### src/rtl/instr_fetch_queue.sv
// Instruction fetch front end: owns the PC, issues single-outstanding reads to a
// synchronous instruction memory and buffers returned words in a small in-order
// queue that feeds decode over a valid/ready handshake. A redirect flushes all
// wrong-path state and reloads the PC.
module instr_fetch_queue #(
    parameter int DATA_W  = 32,
    parameter int ADDR_W  = 11,
    parameter int Q_DEPTH = 2
) (
    input  logic              clk,
    input  logic              rst,
    input  logic              en,
    input  logic              redirect_valid,
    input  logic [ADDR_W-1:0] redirect_pc,
    output logic [ADDR_W-1:0] im_addr,
    output logic              im_oen,
    input  logic [DATA_W-1:0] im_dataout,
    output logic              if_valid,
    input  logic              if_ready,
    output logic [DATA_W-1:0] if_instr,
    output logic [ADDR_W-1:0] if_pc
);

    localparam int PTR_W = (Q_DEPTH > 1) ? $clog2(Q_DEPTH) : 1;
    localparam int CNT_W = PTR_W + 1;
    // one extra bit so count + inflight never wraps in the room check
    localparam logic [CNT_W:0] DEPTH_V = (CNT_W+1)'(Q_DEPTH);

    logic [ADDR_W-1:0] pc;
    logic [ADDR_W-1:0] tag;
    logic              inflight;

    logic [DATA_W-1:0] q_instr [Q_DEPTH];
    logic [ADDR_W-1:0] q_pc    [Q_DEPTH];
    logic [PTR_W-1:0]  rd_ptr;
    logic [PTR_W-1:0]  wr_ptr;
    logic [CNT_W-1:0]  count;

    logic              pop;
    logic              capture;
    logic              issue;
    logic [CNT_W:0]    occ;

    assign if_valid = (count != '0);
    assign pop      = if_valid & if_ready;
    // a word returning while a redirect is taken is on the wrong path
    assign capture  = inflight & ~redirect_valid;
    // slots that will be held after this cycle's pop, counting the outstanding read,
    // so every issued read is guaranteed a free entry when it returns
    assign occ      = {1'b0, count} + {{CNT_W{1'b0}}, inflight} - {{CNT_W{1'b0}}, pop};
    assign issue    = ~rst & en & ~redirect_valid & (occ < DEPTH_V);

    assign im_addr  = pc;
    assign im_oen   = ~issue;
    assign if_instr = if_valid ? q_instr[rd_ptr] : '0;
    assign if_pc    = if_valid ? q_pc[rd_ptr]    : '0;

    // PC, outstanding-read flag and the PC tag of the outstanding read
    always_ff @(posedge clk) begin
        if (rst) begin
            pc       <= '0;
            tag      <= '0;
            inflight <= 1'b0;
        end else if (redirect_valid) begin
            pc       <= redirect_pc;
            inflight <= 1'b0;
        end else begin
            inflight <= issue;
            if (issue) begin
                tag <= pc;
                pc  <= pc + ADDR_W'(1);
            end
        end
    end

    // queue pointers and occupancy; a redirect empties the queue
    always_ff @(posedge clk) begin
        if (rst || redirect_valid) begin
            rd_ptr <= '0;
            wr_ptr <= '0;
            count  <= '0;
        end else begin
            if (pop)     rd_ptr <= rd_ptr + PTR_W'(1);
            if (capture) wr_ptr <= wr_ptr + PTR_W'(1);
            case ({capture, pop})
                2'b10:   count <= count + CNT_W'(1);
                2'b01:   count <= count - CNT_W'(1);
                default: count <= count;
            endcase
        end
    end

    // queue storage: returned word written with the PC it was fetched from
    always_ff @(posedge clk) begin
        if (rst) begin
            for (int i = 0; i < Q_DEPTH; i++) begin
                q_instr[i] <= '0;
                q_pc[i]    <= '0;
            end
        end else if (capture) begin
            q_instr[wr_ptr] <= im_dataout;
            q_pc[wr_ptr]    <= tag;
        end
    end

endmodule

### config.mk
export PLATFORM = sky130hd
export DESIGN_NAME = instr_fetch_queue
export DESIGN_NICKNAME = d
export VERILOG_FILES = /design/src/rtl/instr_fetch_queue.sv
export SDC_FILE = /design/constraint.sdc
export NUM_CORES = 1
export LEC_CHECK = 0
export CAP_MARGIN = 5
export CORE_MARGIN = 3
export CORE_UTILIZATION = 46
export CTS_CLUSTER_SIZE = 24
export DETAILED_ROUTE_END_ITERATION = 8
export PLACE_DENSITY = 0.76
export SYNTH_ARGS = -nofsm -noshare
export SYNTH_HDL_FRONTEND = slang
export SYNTH_SLANG_ARGS = --single-unit
### constraint.sdc
create_clock -name clk -period 3.5 [get_ports clk]
set_input_delay 0.525 -clock clk [delete_from_list [all_inputs] [get_ports clk]]
set_output_delay 0.525 -clock clk [all_outputs]
set_load 0.01 [all_outputs]
# [After elaboration in Yosys (flattened, before gate mapping)]
# Memories as Yosys holds them, arrays and structs flattened. A register that Yosys moved wholly into a read port is not among the register bits.
# Index checks and enable logic that the tools add are counted.
[totals] reg_bits=27 output_inout_bits=56 word_cells=54 mem_bits_rw=86 memories=2
[mem_list] memory="q_instr" depth=2 word_bits=32 rd=1 rd_clocked_by_memory_dff=1 wr=2 line_no="33" text="logic [DATA_W-1:0] q_instr [Q_DEPTH];"
[mem_list] memory="q_pc" depth=2 word_bits=11 rd=1 rd_clocked_by_memory_dff=1 wr=2 line_no="34" text="logic [ADDR_W-1:0] q_pc [Q_DEPTH];"
[op_classes] addsub=7 muxes=20 bitwise_logic=8 n_reduce_logical=8 eq_ne=2 magnitude_cmp=1
[op_table] cell="$mux W32" n=2
[op_table] cell="$mux W11" n=4
[op_table] cell="$reduce_or A32 Y1" n=1
[op_table] cell="$mux W1" n=13
[op_table] cell="$add A11 B1 Y11 const B" n=1
[op_table] cell="$reduce_or A11 Y1" n=1
[op_table] cell="$reduce_bool A2 Y1" n=3
[op_table] cell="$and A1 B1 Y1" n=5
[op_table] cell="$pmux W2 S2" n=1
[op_table] cell="$add A2 B1 Y3" n=1
[op_table] cell="$lt A3 B2 Y1 const B" n=1
[op_table] cell="$not A1 Y1" n=3
[op_table] cell="$sub A3 B1 Y3" n=1
[op_table] cell="$add A1 B1 Y1 const B" n=2
[op_table] cell="$add A2 B1 Y2 const B" n=1
[op_table] cell="$eq A2 B1 Y1 const B" n=1
[op_table] cell="$eq A2 B2 Y1 const B" n=1
[op_table] cell="$reduce_and A2 Y1" n=1
[op_table] cell="$reduce_or A2 Y1" n=1
[op_table] cell="$sub A2 B1 Y2 const B" n=1
[op_table] cell="$logic_or A1 B1 Y1" n=1

# [Depth between registers and ports, before layout]
# Gate-level depths: netlist of the first run.
[logic_depth] ltp_word=7 depth_mapped=10 mapped_depth_nobuf=9

# [Worst setup path before layout of the first run]
# No wires, ideal clock.
[synth_timing] path_kind="input to register" startpoint="input port redirect_valid" endpoint="memory q_instr[0][0] (enable)" setup_slack_ns=0.161 cell_stages=3 n_path_buf=2 arrival_time_ns=2.886 cell_sequence="buf_6 -> clkbuf_1 -> o21bai_1"
[synth_rtl] item="from (decl)" line_no="13" text="input logic redirect_valid,"
[synth_rtl] item="to (decl)" line_no="33"

# [Worst setup path in the final report of the first run]
[layout_timing] startpoint="input port if_ready" endpoint="output port im_oen"
[layout_between] elab_chain_len=5
[layout_rtl] item="from (decl)" line_no="19" text="input logic if_ready,"
[layout_rtl] item="$and A1 B1 Y1" line_no="45" text="assign pop = if_valid & if_ready;"
[layout_rtl] item="$sub A3 B1 Y3" line_no="50" text="assign occ = {1'b0, count} + {{CNT_W{1'b0}}, inflight} - {{CNT_W{1'b0}}, pop};"
[layout_rtl] item="$lt A3 B2 Y1" line_no="51" text="assign issue = ~rst & en & ~redirect_valid & (occ < DEPTH_V);"
[layout_rtl] item="$and A1 B1 Y1" line_no="51"
[layout_rtl] item="$not A1 Y1" line_no="54" text="assign im_oen = ~issue;"
[layout_rtl] item="to (decl)" line_no="16" text="output logic im_oen,"
# Every way passes these cells.

==> results of run 1 <==
state kept, by name, summed over array words and instances, names as in the netlist, named ones only:
register	cells
q_instr	64
q_pc	22
im_addr	11
tag	11
count	2
inflight	1
rd_ptr	1
wr_ptr	1
cells by family (layout without fill, tap and decap cells):
group,count (synthesis),count (layout),synth area share (%)
AOI/OAI and AO/OA,45,45,5.587
xor gates and xnor gates,2,2,0.3446
buffers and inverters,33,153,2.658
adders and majority gates,2,2,0.6399
DFF,114,114,61.83
and+or+nand+nor,198,198,20.28
muxes,44,44,8.664
metrics by stage:
stage	hold slack (ps)	utilization [%]
finish	467.2	65.30
global placement	451.8	59.65
floorplan	440.1	-
detailed placement	457.1	59.65
global route	501.9	65.30
CTS	468.2	65.27
synthesized netlist by cell type (2+ instances only):
master,instances,share of area (%)
and2_1,87,11
edfxtp_1,86,51
nor2_1,51,3.8
mux2i_1,44,8.7
nand2_1,36,2.7
dfxtp_1,28,11
clkbuf_1,21,1.6
a21oi_1,20,2.0
a31oi_1,6,0.74
inv_1,6,0.44
nand2b_1,5,0.62
nand3_1,5,0.49
buf_2,3,0.30
o211ai_1,3,0.44
o22ai_1,3,0.37
or4_1,3,0.44
a22oi_1,2,0.30
and3_1,2,0.25
o311ai_0,2,0.34
o31a_1,2,0.34
or2_2,2,0.25
or3_1,2,0.25
cell type report:
cell class              count  area (sq um)
flip-flops and latches    114          3146
clock inverters            13         161.4
inverters                   7         26.28
well taps                 136         170.2
repair buffers            114          1129
fillers                   816          3662
multi-input cells         291          1829
clock buffers              19         431.7
final timing paths:
| check | startpoint | to | cells past startpoint |
|---|---|---|---|
| max | if_ready | im_oen | 9 |
| min reg2reg | tag[10] | tag[10] | 2 |
| min | tag[10] | tag[10] | 2 |
| max reg2reg | count[1] | im_addr[8] | 10 |
power breakdown:
group          switching [mW]  internal (mW)  leakage (nW)
Combinational          0.0917          0.102          1.01
Sequential             0.0271           1.50          1.12
Clock                   0.585           1.10         0.268
Total                   0.703           2.70          2.40
per-layer routing:
metal / track usage (%) / wire [um] / vias to the layer above
met4: 5.921 / 87 / 0
met3: 5.131 / 499 / 8
met2: 29.69 / 5407 / 100
li1: - / - / 1746
met1: 23.26 / 4788 / 1710
met5: 0 / 0 / -
worst reg2reg max path, stage by stage (launching register included):
cell	delay (ps)
dfxtp_2	420
nand2_1	100
mux2i_1	210
nand2_1	110
fa_1	480
and4bb_1	240
and2_4	170
inv_2	40
buf_4	180
or4_1	510
a31oi_1	170
repair_timing:
| item | 4_1_cts | 5_1_grt |
|---|---|---|
| endpoints found under the setup margin | 0 | 1 |
| resized for setup | 0 | 2 |
| hold endpoints to repair | 0 | 0 |
==> flow_metrics.tcl, run 1 <==
set metrics [dict create \
    netlist_instances 438 \
    io_pins 104 \
    synth_edf_count 86 \
    hold_class "reg -> reg" \
    grt_pass1_wl_mm 17.93 \
    die_h_um 111.1 \
    placed_cells 662 \
    p_total_mw 3.407 \
    mostFrequentLayoutCell "clkdlybuf4s50_1" \
    postLayoutCellArea_sq_um 6893 \
    syn2layout_area_growth_pct 35.59 \
    clk_latency_ps 510 \
    wl_mm 10.78 \
    crit_chain "clkdlybuf4s50_1, nand2_1, mux2i_1, nand2_1, fa_1, and4bb_1, and2_4, inv_2, dlymetal6s2s_1" \
    clock_tree.buffer_depth 2 \
    layout.nets 595 \
    wl_per_cell_um 15.54 \
    grt_pass1_vias 3695 \
    worst_slack_ps 410.8 \
    ant_nets 0 \
    critPathBufInv 3 \
    drt_iter0_markers 173 \
    min_period_over_period_pct 88.26 \
    end_kind "primary output" \
    p_leak_nw 2.396 \
    maxSlewHeadroom_pct 53.62 \
    hold_buffers 0 \
    power.density_nw_per_um2 494.3 \
    route.detailed.drc 0 \
    grt_overflow 0 \
    slowest_stage "clkdlybuf4s50_1" \
    fin_skew_ps 8.720 \
    worst_slew_pin_slew_ps 693.8 \
    cts_tree "done" \
    worst_ep_required_time_ps 2970 \
    start_util_pct 48.16 \
    peakVddDrop_mv 0.2603 \
    cp.arrival_ps 2560 \
    ys.flop_type "edfxtp_1" \
    routabilityCongestion 0.8542 \
    synth-seq-cells 114 \
    synth_warnings 0 \
    portBuffers 103 \
    fmax_ghz 0.3237 \
    grt_use_total_pct 18.10 \
    synth_nets 488 \
    crit_fanout 4 \
    viasPerCell 5.135 \
    vias 3564 \
    htree_levels 4 \
    drv_cap 0 \
    critical_path.top_delay_family "buffers and inverters" \
    cts_setup_buffers 0 \
    dpl-instance-area_sq_um 6296 \
    rsz0062_at_grt "false" \
    crit_top_cell "nand2_1" \
    grt_max_degree 45 \
    detailed_place_hpwl_mm 6.742 \
    path_clk_slew_ps 50 \
    crit_type "in -> out" \
    avgSynthCellArea_sq_um 11.61 \
    crit_path_start_kind "input pin" \
    cts.sinks 114 \
    synthArstFlopShare_pct 0 \
    fin_cells 694 \
    final_cell_mix "clkdlybuf4s50_1, and2_1, edfxtp_1" \
    firstDrtPassIters 4 \
    synth.distinct_cells 41 \
    status "finished, final reports clean" \
    finalSetupViolCount 0 \
    cts_buffers 17 \
    drive_above_1_share_pct 9.319 \
    synth.yosys.seq_area_share_pct 61.83 \
    slowest_delay_ps 520 \
    fin_crit_ps 3089 \
    rows 37 \
    syn_area_sq_um 5084 \
    core_area_sq_um 10560 \
    reg2reg_slack_ps 790 \
    finalSetupTns_ps 0 \
    drv_slew 0 \
    grt_antenna_before_repair 0 \
    die_area_sq_um 12350 \
    die_x_um 111.1 \
    cts-root-buf "clkbuf_8" \
    pre_cts_ws_ps 61.44 \
    hold_viol 0 \
    antenna_cells 0 \
]
Power figures use the tool's default switching activity.
==> run 2, diff against run 1 <==
- TNS_END_PERCENT: not set -> 30
==> results of run 2 <==
Same layout as run 1: the final DEF is identical, and so are final timing and power.
==> run 3, diff against run 2 <==
- CORE_ASPECT_RATIO: not set -> 1.1
==> run 3 against run 2 <==
Compared with the run above: maximum frequency down 8.6%; combinational power about the same; cell area up 1.2%; wire length up 0.10%; largest power group unchanged.
==> flow_metrics.tcl, run 3 (synthesis gave the netlist of run 1 again) <==
set metrics [dict create \
    grt_antenna_before_repair 0 \
    pre_cts_ws_ps 123.6 \
    cp.arrival_ps 2860 \
    die_area_sq_um 12350 \
    portBuffers 103 \
    drv_slew 0 \
    rsz0062_at_grt "false" \
    antenna_cells 0 \
    path_clk_slew_ps 50 \
    hold_viol 0 \
    grt_max_degree 44 \
    fin_crit_ps 3381 \
    placed_cells 669 \
    cts-root-buf "clkbuf_16" \
    worst_slew_pin_slew_ps 605.6 \
    end_kind "primary output" \
    crit_fanout 4 \
    clockPowerShare_pct 53.4 \
    detailed_place_hpwl_mm 6.789 \
    peakVddDrop_mv 0.3218 \
    p_leak_nw 2.453 \
    wl_mm 10.79 \
    firstDrtPassIters 5 \
    hold_class "reg -> reg" \
    viasPerCell 5.155 \
    crit_path_start_kind "input pin" \
    io_pins 104 \
    htree_levels 4 \
    clock_tree.buffer_depth 2 \
    largest_registers "q_instr: 64 flops, q_pc: 22 flops" \
    post_cts_resized 0 \
    rows 39 \
    maxSlewHeadroom_pct 59.62 \
    die_x_um 106.2 \
    syn2layout_area_growth_pct 37.19 \
    finalSetupTns_ps 0 \
    mostFrequentLayoutCell "clkdlybuf4s50_1" \
    min_period_over_period_pct 96.60 \
    drive_above_1_share_pct 8.423 \
    status "finished, final reports clean" \
    postLayoutCellArea_sq_um 6974 \
    utilization_pct 65.86 \
    crit_type "in -> out" \
    p_comb_share_pct 5.2 \
    layout.nets 595 \
    p_total_mw 3.700 \
    regMostFlops "q_instr" \
    worst_slack_ps 118.8 \
    p_int_mw 3.026 \
    holdWs_ps 463.1 \
    cts_tree "done" \
    sequentialPowerShare_pct 41.4 \
    grt_overflow 0 \
    dpl-instance-area_sq_um 6292 \
    switchingPower_uw 673.9 \
    vias 3614 \
    route.detailed.drc 0 \
    clk_latency_ps 400 \
    ant_nets 0 \
    switching_share_pct 18.21 \
    wl_per_cell_um 15.40 \
    finalSetupViolCount 0 \
    grt_use_total_pct 18.40 \
    cts_setup_buffers 0 \
    die_h_um 116.3 \
    core_area_sq_um 10590 \
    power.density_nw_per_um2 530.5 \
    fin_skew_ps 4.841 \
    hold_buffers 0 \
    grt_pass1_vias 3680 \
    fin_cells 701 \
    largest_register_ffs 64 \
    drt_iter0_markers 172 \
    final_cell_mix "clkdlybuf4s50_1, and2_1, edfxtp_1" \
    cts.sinks 114 \
    drv_cap 0 \
    grt_pass1_wl_mm 17.75 \
    routabilityCongestion 0.8823 \
    cts_buffers 17 \
    start_util_pct 48.01 \
    worst_ep_required_time_ps 2970 \
    fmax_ghz 0.2958 \
]
run 3: worst paths after layout:
check / slack (ps) / cells past startpoint / endpoint / start
hold / removal: 460 / 2 / tag[8] / tag[8]
setup reg to reg: 700 / 10 / im_addr[8] / count[1]
setup / recovery: 120 / 9 / im_oen / if_ready
hold reg to reg: 460 / 2 / tag[8] / tag[8]
run 3: worst max-delay path: stages:
cell             delay [ps]
clkdlybuf4s50_1         510
nand2_1                  80
mux2i_1                 180
nand2_1                 100
fa_1                    440
and4bb_1                240
and2_4                  170
inv_2                    60
clkdlybuf4s50_1         540
run 3: cell type report:
cell class / count / area (sq um)
Timing Repair Buffer: 114 / 1114
Clock buffer: 21 / 450.4
Clock inverter: 11 / 231.5
Sequential cell: 114 / 3144
Multi-Input combinational cell: 291 / 1829
Tap cell: 143 / 178.9
Inverter: 7 / 26.28
Fill cell: 797 / 3615
run 3: power groups by stage:
stage               Sequential [mW]  Clock (mW)  Combinational (mW)
floorplan                      1.55           0              0.0800
global placement               1.55           0               0.188
detailed placement             1.56           0               0.191
CTS                            1.53        2.00               0.193
global route                   1.54        2.07               0.209
finish                         1.53        1.97               0.192
run 3: per-layer routing:
| metal | vias to the layer above | wire length (um) | global-route usage (%) |
|---|---|---|---|
| met5 | - | 0 | 0 |
| met4 | 0 | 87 | 5.613 |
| met3 | 9 | 700 | 6.412 |
| met2 | 111 | 5371 | 31.01 |
| met1 | 1745 | 4633 | 22.48 |
| li1 | 1749 | - | - |
==> variant, RTL diff (flow settings as in run 1) <==
Make the reset (`rst`) asynchronous in 2 clocked blocks.
--- a/src/rtl/instr_fetch_queue.sv
+++ b/src/rtl/instr_fetch_queue.sv
@@ -56,7 +56,7 @@
     assign if_pc    = if_valid ? q_pc[rd_ptr]    : '0;
 
     // PC, outstanding-read flag and the PC tag of the outstanding read
-    always_ff @(posedge clk) begin
+    always_ff @(posedge clk or posedge rst) begin
         if (rst) begin
             pc       <= '0;
             tag      <= '0;
@@ -91,7 +91,7 @@
     end
 
     // queue storage: returned word written with the PC it was fetched from
-    always_ff @(posedge clk) begin
+    always_ff @(posedge clk or posedge rst) begin
         if (rst) begin
             for (int i = 0; i < Q_DEPTH; i++) begin
                 q_instr[i] <= '0;
Formal check against the unedited RTL: differs if rst is asserted again (counterexample within 4 cycles, from zero or initial values and one cycle with rst high); with rst held inactive, the same outputs for 10 cycles.
==> variant against run 1 <==
Synthesized area is 1.4% higher; die area rose by 1.3%; fmax shrank 6.4%; utilization is 1.4 points lower; via count grew 2.1%; routed wire length is 4.2% higher; clock skew about the same; sequential share of layout area decreased by 5.2 points; setup slack lost 0.21 ns; global-route usage about the same; sequential cell count down 1; design area is 0.91% higher; highest routed layer unchanged.
Power is not compared: it rests on default switching activity, and its combinational part moved more than twofold at a synthesized area within 25%.
==> variant: results <==
{
  "dr_wl_met3_um": 527,
  "r2r_end": "im_addr[5]",
  "worst_hold_slack_ns": 0.492,
  "fillers": 850,
  "slew_headroom_pct": 53.8,
  "place_ws_ns": 0.196,
  "synth_edf_count": 0,
  "dp_cells": 649,
  "slowest_delay_ns": 0.57,
  "hold_path_depth": 1,
  "r2r_slack_ns": 0.76,
  "status": "complete, no violations",
  "path_max_fanout": 6,
  "drtIter0Drc": 170,
  "grt_pass1_vias": 3872,
  "yosys.area.top_type": "dfrtp_1",
  "yosysSeqAreaShare_pct": 54.5,
  "finClkSkew_ns": 0.00841,
  "vias": 3640,
  "grt_max_degree": 57,
  "syn-num-nets": 471,
  "postPlaceCellArea_um2": 6350,
  "min-delay-start": "q_instr[52]",
  "final_nets": 578,
  "grtUsageTotal_pct": 18.1,
  "synth_area_leaders": "dfrtp_1, mux2_2, mux2i_1",
  "worstHoldEndpoint": "q_instr[52]",
  "multi_input_area_um2": 2220,
  "synth_commonest_cells": "dfrtp_1, mux2_2, nor2_1, mux2i_1, nand2_1"
}
variant: cell count changes in the layout (fill, tap and decap cells not counted), moves of 6 or more:
cell / change
a31oi_1: -6
and2_1: -87
edfxtp_1: -86
dfxtp_1: -23
dfrtp_1: +109
mux2_2: +84
a21oi_1: -17
variant: cell families after synthesis:
| logic type | share of synthesized area [%] |
|---|---|
| buf+inv | 2.67 |
| flops | 54.5 |
| xor+xnor | 0.825 |
| compound gates | 4.01 |
| mux | 27.3 |
| simple gates | 10.1 |
| fa+ha+maj | 0.631 |
variant: power by group:
group / internal [µW] / switching [µW] / leakage (µW)
logic: 277 / 185 / 0.00125
clock network: 1150 / 589 / 0.000287
registers: 1500 / 123 / 0.00143
variant: area by class of cell:
class,count,area share (%)
Sequential cell,113,40.4
Multi-Input combinational cell,277,31.9
Timing Repair Buffer,111,16.0
Clock buffer,18,6.01
Clock inverter,13,2.70
Tap cell,140,2.52
Inverter,8,0.468
